==> config.mk <==
export PLATFORM = sky130hd
export DESIGN_NAME = usadd_unary_emit
export DESIGN_NICKNAME = d
export VERILOG_FILES = /design/src/rtl/usadd_pkg.sv /design/src/rtl/usadd_scale_acc.sv /design/src/rtl/usadd_unary_emit.sv
export SDC_FILE = /design/constraint.sdc
export NUM_CORES = 1
export LEC_CHECK = 0
export ABC_CLOCK_PERIOD_IN_PS = 2800
export CORE_MARGIN = 1.5
export CORE_UTILIZATION = 52
export DETAILED_ROUTE_END_ITERATION = 16
export PLACE_DENSITY = 0.84
export SETUP_SLACK_MARGIN = 0.4
export SYNTH_ARGS = -nofsm -noshare
export SYNTH_HDL_FRONTEND = slang
export SYNTH_SLANG_ARGS = --single-unit
==> constraint.sdc <==
create_clock -name iClk -period 2.8 [get_ports iClk]
set_input_delay 0.7 -clock iClk [delete_from_list [all_inputs] [get_ports iClk]]
set_output_delay 0.7 -clock iClk [all_outputs]
set_load 0.02 [all_outputs]
==> src/rtl/usadd_pkg.sv <==
// ============================================================================
// Module   : usadd_pkg
// Brief    : Shared state encoding and width helpers for the uSADD emitter.
// Revision : 1.0 - initial release
// ============================================================================
`default_nettype none

package usadd_pkg;

  typedef enum logic [1:0] {
    IDLE = 2'd0,
    RUN  = 2'd1,
    DONE = 2'd2
  } state_t;

  // Accumulator must hold acc + count, i.e. up to 2*NINPUT-1.
  function automatic int accW(input int nInput);
    return $clog2(2 * nInput);
  endfunction

  function automatic int onesW(input int len);
    return $clog2(len + 1);
  endfunction

endpackage

`default_nettype wire

==> src/rtl/usadd_scale_acc.sv <==
// ============================================================================
// Module   : usadd_scale_acc
// Brief    : Saturating scaled-add step with residual accumulator register.
// Revision : 1.0 - initial release
// ============================================================================
`default_nettype none

module usadd_scale_acc
  import usadd_pkg::*;
#(
  parameter int BINPUT = 2,
  parameter int NINPUT = 2
) (
  input  logic              iClk,
  input  logic              iRstN,
  input  logic              iClr,
  input  logic              iEn,
  input  logic [BINPUT-1:0] iCnt,
  output logic              oEmit,
  output logic              oOver
);

  localparam int ACC_W = accW(NINPUT);

  logic [ACC_W-1:0] r_acc;
  logic [ACC_W-1:0] w_sat;
  logic [ACC_W-1:0] w_sum;
  logic [ACC_W-1:0] w_next;
  logic [31:0]      w_cnt32;

  // Compare at 32 bits so NINPUT never gets truncated to the iCnt width.
  assign w_cnt32 = 32'(iCnt);
  assign oOver   = w_cnt32 > 32'(NINPUT);
  assign w_sat   = oOver ? ACC_W'(NINPUT) : ACC_W'(iCnt);
  assign w_sum   = r_acc + w_sat;
  assign oEmit   = w_sum >= ACC_W'(NINPUT);
  assign w_next  = oEmit ? (w_sum - ACC_W'(NINPUT)) : w_sum;

  always_ff @(posedge iClk or negedge iRstN) begin
    if (!iRstN) begin
      r_acc <= '0;
    end else if (iClr) begin
      r_acc <= '0;
    end else if (iEn) begin
      r_acc <= w_next;
    end
  end

endmodule

`default_nettype wire

==> src/rtl/usadd_unary_emit.sv <==
// ============================================================================
// Module   : usadd_unary_emit
// Brief    : Re-serialises per-cycle ones-counts into a scaled unary stream.
// Revision : 1.0 - initial release
// ============================================================================
`default_nettype none

module usadd_unary_emit
  import usadd_pkg::*;
#(
  parameter int BINPUT = 2,
  parameter int NINPUT = 2,
  parameter int LEN    = 256
) (
  input  logic                     iClk,
  input  logic                     iRstN,
  input  logic                     iStart,
  input  logic                     iValid,
  input  logic [BINPUT-1:0]        iCnt,
  output logic                     oBit,
  output logic                     oValid,
  output logic                     oBusy,
  output logic                     oDone,
  output logic [onesW(LEN)-1:0]    oOnes,
  output logic                     oErr
);

  localparam int ONES_W = onesW(LEN);

  state_t            r_state;
  logic [ONES_W-1:0] r_sampleCnt;
  logic [ONES_W-1:0] r_ones;
  logic              r_bit;
  logic              r_valid;
  logic              r_busy;
  logic              r_done;
  logic              r_err;

  logic w_startNew;
  logic w_accept;
  logic w_last;
  logic w_emit;
  logic w_over;

  assign w_startNew = iStart && (r_state != RUN);
  assign w_accept   = iValid && (r_state == RUN);
  assign w_last     = (r_sampleCnt == ONES_W'(LEN - 1));

  usadd_scale_acc #(
    .BINPUT (BINPUT),
    .NINPUT (NINPUT)
  ) u_acc (
    .iClk  (iClk),
    .iRstN (iRstN),
    .iClr  (w_startNew),
    .iEn   (w_accept),
    .iCnt  (iCnt),
    .oEmit (w_emit),
    .oOver (w_over)
  );

  always_ff @(posedge iClk or negedge iRstN) begin
    if (!iRstN) begin
      r_state     <= IDLE;
      r_sampleCnt <= '0;
      r_ones      <= '0;
      r_bit       <= 1'b0;
      r_valid     <= 1'b0;
      r_busy      <= 1'b0;
      r_done      <= 1'b0;
      r_err       <= 1'b0;
    end else begin
      r_bit   <= 1'b0;
      r_valid <= 1'b0;
      r_done  <= 1'b0;
      case (r_state)
        IDLE, DONE: begin
          if (iStart) begin
            r_state     <= RUN;
            r_busy      <= 1'b1;
            r_sampleCnt <= '0;
            r_ones      <= '0;
            r_err       <= 1'b0;
          end
        end
        RUN: begin
          if (w_accept) begin
            r_valid     <= 1'b1;
            r_bit       <= w_emit;
            r_ones      <= r_ones + ONES_W'(w_emit);
            r_err       <= r_err | w_over;
            r_sampleCnt <= r_sampleCnt + ONES_W'(1);
            // Residual acc is simply dropped here: floor rounding.
            if (w_last) begin
              r_state <= DONE;
              r_busy  <= 1'b0;
              r_done  <= 1'b1;
            end
          end
        end
        default: begin
          r_state <= IDLE;
          r_busy  <= 1'b0;
        end
      endcase
    end
  end

  assign oBit   = r_bit;
  assign oValid = r_valid;
  assign oBusy  = r_busy;
  assign oDone  = r_done;
  assign oOnes  = r_ones;
  assign oErr   = r_err;

endmodule

`default_nettype wire

After elaboration in Yosys (flattened, before gate mapping). Index checks and enable logic that the tools add are counted.

Add/sub/neg operators: 4. Multiply operators: 0. Div/mod/pow operators: 0. $lt $le $gt $ge: 2. Equal/unequal tests: 7. Shift-type cells: 0. Muxes and demuxes: 27. Bitwise logic cells: 1. Reductions and logical operators: 8.

Operators with widths (number): $pmux 9 s2 (2); $mux 9 (3); $mux 2 (7); $mux 1 (12); $add 9x1->9 (1); $add 9x1->9 const B (1); $eq 9x8->1 const B (1); $reduce_and 3->1 (2); $ne 2x1->1 const B (2); $ne 2x2->1 const B (2); $pmux 1 s2 (2); $pmux 2 s2 (1); $reduce_bool 2->1 (2); $add 2x2->2 (1); $eq 2x1->1 const B (1); $eq 2x2->1 const B (1); $ge 2x2->1 const B (1); $gt 2x2->1 const B (1); $logic_and 1x1->1 (2); $logic_not 2->1 (1); $reduce_or 2->1 (1); $sub 2x2->2 const B (1); $or 1x1->1 (1).

Flip-flop bits (word level): 27. Bits in latches: 0. Memory bits (writable): 0. Memory bits (read-only): 0. Bits of input ports: 6. Output and inout bits: 14. Memories kept: 0.

Logic depth before layout (Yosys ltp).
Depth after elaboration: 7. Gate-level depth with buffers: 9.

Cells and area by module. A second synthesis with hierarchy kept.

Cell total of the unflattened synthesis: 132. Area, all modules: 1367.6 µm².

By module, submodules not included: usadd_unary_emit (times used 1, cells an instance 122, area each 1253.7 µm², sequential area each 625.6 µm²); usadd_scale_acc (times used 1, cells an instance 10, area each 113.9 µm², sequential area each 50.0 µm²).

Least setup slack after synthesis. Ideal clock, no wire load.

Path kind: input -> register. Start: input port iCnt[0]. End: register r_ones[8] (netlist: oOnes[8]). Library setup time: 0.079 ns. Arrival: 2.256 ns. Slack: 0.464 ns. Stages on the path: 9. Path through: nor2b_1 > ha_1 > xnor2_1 > xnor2_1 > ha_1 > ha_1 > nand4_1 > a211oi_1 > mux2i_1.

Cells in the longest elaborated chain, start to end: 7.

RTL lines: start: declaration (RTL line usadd_unary_emit.sv:19) `input logic [BINPUT-1:0] iCnt,`; $gt 2x2->1 (RTL line usadd_scale_acc.sv:33) `assign oOver = w_cnt32 > 32'(NINPUT);`; $mux 2 * (RTL line usadd_scale_acc.sv:34) `assign w_sat = oOver ? ACC_W'(NINPUT) : ACC_W'(iCnt);`; $add 2x2->2 * (RTL line usadd_scale_acc.sv:35) `assign w_sum = r_acc + w_sat;`; $ge 2x2->1 * (RTL line usadd_scale_acc.sv:36) `assign oEmit = w_sum >= ACC_W'(NINPUT);`; $add 9x1->9 * (RTL line usadd_unary_emit.sv:90) `r_ones <= r_ones + ONES_W'(w_emit);`; $mux 9 * (RTL line usadd_unary_emit.sv:87) `if (w_accept) begin`; $pmux 9 s2 * (RTL line usadd_unary_emit.sv:76) `case (r_state)`; end signal: assignment (RTL line usadd_unary_emit.sv:90); end: declaration (RTL line usadd_unary_emit.sv:32) `logic [ONES_W-1:0] r_ones;`.

Every way passes the cells marked *; elsewhere a longest branch is shown, timed or not. The select of a mux whose other input is x is not followed. A chain may end at the register's enable or synchronous reset.

Worst setup path after layout.
Start: input port iCnt[0]. End: register r_ones[6] (netlist: oOnes[6]).

The elaborated chain is that of the path after synthesis.

==> results.yml <==
grt:
  grt_pass1_wl_um: 4890
  grt_overflow_total: 0
  antenna_found_initial: 0
  grt_max_degree: 28
  grtUsageTotal_pct: 23.4
  grt_pass1_vias: 1066
place:
  dp_slack_ns: -0.176
  dpl_cell_area_um2: 1560
  dp_cells: 178
  gp_congestion: 0.832
  dp_hpwl_um: 2060
  io_buffers: 19
clock_network:
  root_buffer: "clkbuf_4"
  cts_tree: "built"
  ctsHoldBuffers: 0
  clockBufferDepth: 2
  htree_levels: 1
  clk_pin_slew_ns: 0.14
  cts-buffers-inserted: 3
  cts.sinks: 27
  worstSkewPairLatency_ns: 0.32
worst_setup_path:
  crit_required_ns: 3.01
  r2r_setup_slack_ns: 0.79
  end_kind: "register"
  worstPathArrival_ns: 2.52
  cp-endpoint: "oOnes[6]"
  r2r_end: "oOnes[6]"
  crit_top_cell: "ha_4"
  worstSetupStartpointType: "primary input"
  path_class: "in -> reg"
  startpoint: "iCnt[0]"
  crit_fanout: 3
  cp_slowest_stage_delay_ns: 0.25
  worstReg2RegStart: "u_acc.r_acc[0]"
  crit_slowest_cell: "dlygate4sd2_1"
  crit_chain: "dlygate4sd2_1 -> nor2b_4 -> ha_4 -> xnor2_4 -> xnor2_2 -> ha_2 -> ha_4 -> nand4_1 -> buf_4 -> o211ai_1 -> o31ai_1"
  ff2ff_path_depth: 9
power:
  vdd_drop_max_uv: 480
  seqPwrFrac_pct: 53.3
  switching_power_uw: 386
  internal-power_uw: 690
  clock_power_share_pct: 15.3
  switching_share_pct: 35.9
  p_comb_share_pct: 31.3
  power_density_nw_per_um2: 646
  leakagePower_uw: 0.000706
routing:
  vias_per_cell: 5.85
  via_count: 1071
  first_pass_iters: 4
  routed_wl_um: 2790
  wl_per_cell_um: 15.2
  antenna_left: 0
  drc: 0
  drt_iter0_markers: 20
logic_synthesis:
  synth_cell_types: 35
  synthFlopType: "dfrtp_1"
  syn_area_um2: 1330
  syn_inst: 129
  yosysWarnings: 0
  synth_seq_cells: 27
  avgSynthCellArea_um2: 10.3
  ys_seq_area_share_pct: 50.9
  synth-async-reset-ratio_pct: 100
  synth_edf_count: 0
  synthesis.nets: 140
layout:
  multi_input_area_um2: 682
  layout.cells.non_filler: 183
  drive_gt1_share_pct: 13.1
  fillCellCount: 179
  fin_area_um2: 1670
  mostFrequentLayoutCells: "27 x dfrtp_1, 17 x clkdlybuf4s50_1, 11 x nand2_1"
  final_common_cell: "dfrtp_1"
  syn_to_final_growth_pct: 25.5
  seqCellArea_um2: 676
  nets: 165
  n_antenna_cell: 0
timing:
  hold_viol_final: 0
  setup_viol: 0
  worstMarginPinSlew_ns: 0.362
  rsz0062_at_grt: "no"
  timing.fmax_ghz: 0.434
  tns_ns: 0
  slew_violations: 0
  slew_headroom_pct: 75.9
  fin_crit_sh_pct: 82.3
  setup_slack_ns: 0.494
  finClkSkew_ns: 0.00263
  period_minus_slack_ns: 2.31
hold_path:
  hp-class: "reg -> reg"
  min-delay-start: "oErr"
outcome:
  status: "finished clean"
floorplan:
  std_cell_rows: 18
  initial_core_util_pct: 54.1
  die_x_um: 53.5
  core_um2: 2450
  io_pins: 20
  die_h_um: 53.5
  die_area_um2: 2860
job:
  maxCapViolCount: 0
[cells in the mapped netlist, types with 2 or more instances]
cell type  instances  area (um^2)
o211ai_1           2         15.0
or4_1              3         22.5
inv_1              3         11.3
o21ai_0            9         45.0
dfrtp_1           27          676
o31ai_1            5         37.5
ha_1               5         62.6
and2_1             3         18.8
buf_2              2         10.0
xnor2_1            2         17.5
mux2i_1            4         40.0
nand4_1            4         25.0
a21oi_1            7         35.0
nand2_1           11         41.3
a211oi_1           2         15.0
nor2_1             4         15.0
or3_1              4         25.0
nand3_1           10         50.1
nand2b_1           5         31.3
nand4b_1           2         17.5
[metrics by stage]
| step | hold slack [ns] | utilization, % | total power [uW] |
|---|---|---|---|
| 6_report | 0.530 | 67.9 | 1080 |
| 5_1_grt | 0.572 | 67.9 | 1150 |
| 4_1_cts | 0.537 | 65.6 | 1060 |
| 3_5_place_dp | 0.490 | 63.7 | 887 |
| 3_3_place_gp | 0.483 | 63.7 | 866 |
| 2_1_floorplan | 0.404 | - | 738 |
[kinds of logic (layout without fill, tap and decap cells)]
kind of cell | count (synthesis) | after routing | synth area share, %
AOI/OAI and AO/OA | 29 | 29 | 13.4
DFF | 27 | 27 | 50.9
muxes | 5 | 5 | 3.86
and+or+nand+nor | 52 | 52 | 22.1
xor gates and xnor gates | 3 | 3 | 1.98
buffers and inverters | 8 | 32 | 3.11
adders and majority gates | 5 | 5 | 4.71
[critical path, delay by kind of cell]
family / cells / cell delay [ns]
fa+ha+maj: 3 / 0.56
simple gates: 2 / 0.27
buf+inv: 2 / 0.42
xor+xnor: 2 / 0.31
compound gates: 2 / 0.26
[metal layers]
layer	GRT usage, %	vias to the layer above	part of all wire, %
met5	0	-	0
li1	-	518	-
met3	1.69	2	2.8
met2	38.3	23	52
met1	33.0	528	45
met4	7.69	0	0.65
[flip-flops by register name, indices dropped and copies added, names as in the netlist]
| signal | flops |
|---|---|
| oValid | 1 |
| oErr | 1 |
| oBusy | 1 |
| u_acc.r_acc | 2 |
| r_sampleCnt | 9 |
| r_state | 2 |
| oDone | 1 |
| oBit | 1 |
| oOnes | 9 |
[repair_timing]
| action | CTS | global route |
|---|---|---|
| pin swaps | 3 | 4 |
| resized for setup | 7 | 7 |
| setup endpoints to repair | 6 | 5 |
| setup buffers | 0 | 1 |
[cell type report]
type | count | share of cell area (%)
Multi-Input combinational cell | 94 | 40.9
Sequential cell | 27 | 40.5
Timing Repair Buffer | 25 | 14.0
Tap cell | 30 | 2.25
Clock buffer | 3 | 1.35
Inverter | 3 | 0.676
Clock inverter | 1 | 0.300
[worst min path at each step]
stage	end	slack (ns)	cells after the start
6_report	oErr	0.53	2
5_1_grt	oErr	0.57	2
4_1_cts	oErr	0.54	2
3_5_place_dp	oErr	0.49	2
3_3_place_gp	r_sampleCnt[8]	0.48	2
2_1_floorplan	oBit	0.40	0
[power groups by stage]
stage | clock network [uW] | logic, uW | registers (uW)
finish | 165 | 337 | 574
global route | 181 | 379 | 588
CTS | 169 | 326 | 567
detailed placement | 0 | 315 | 573
global placement | 0 | 298 | 567
floorplan | 0 | 144 | 595
Power figures use the tool's default switching activity.
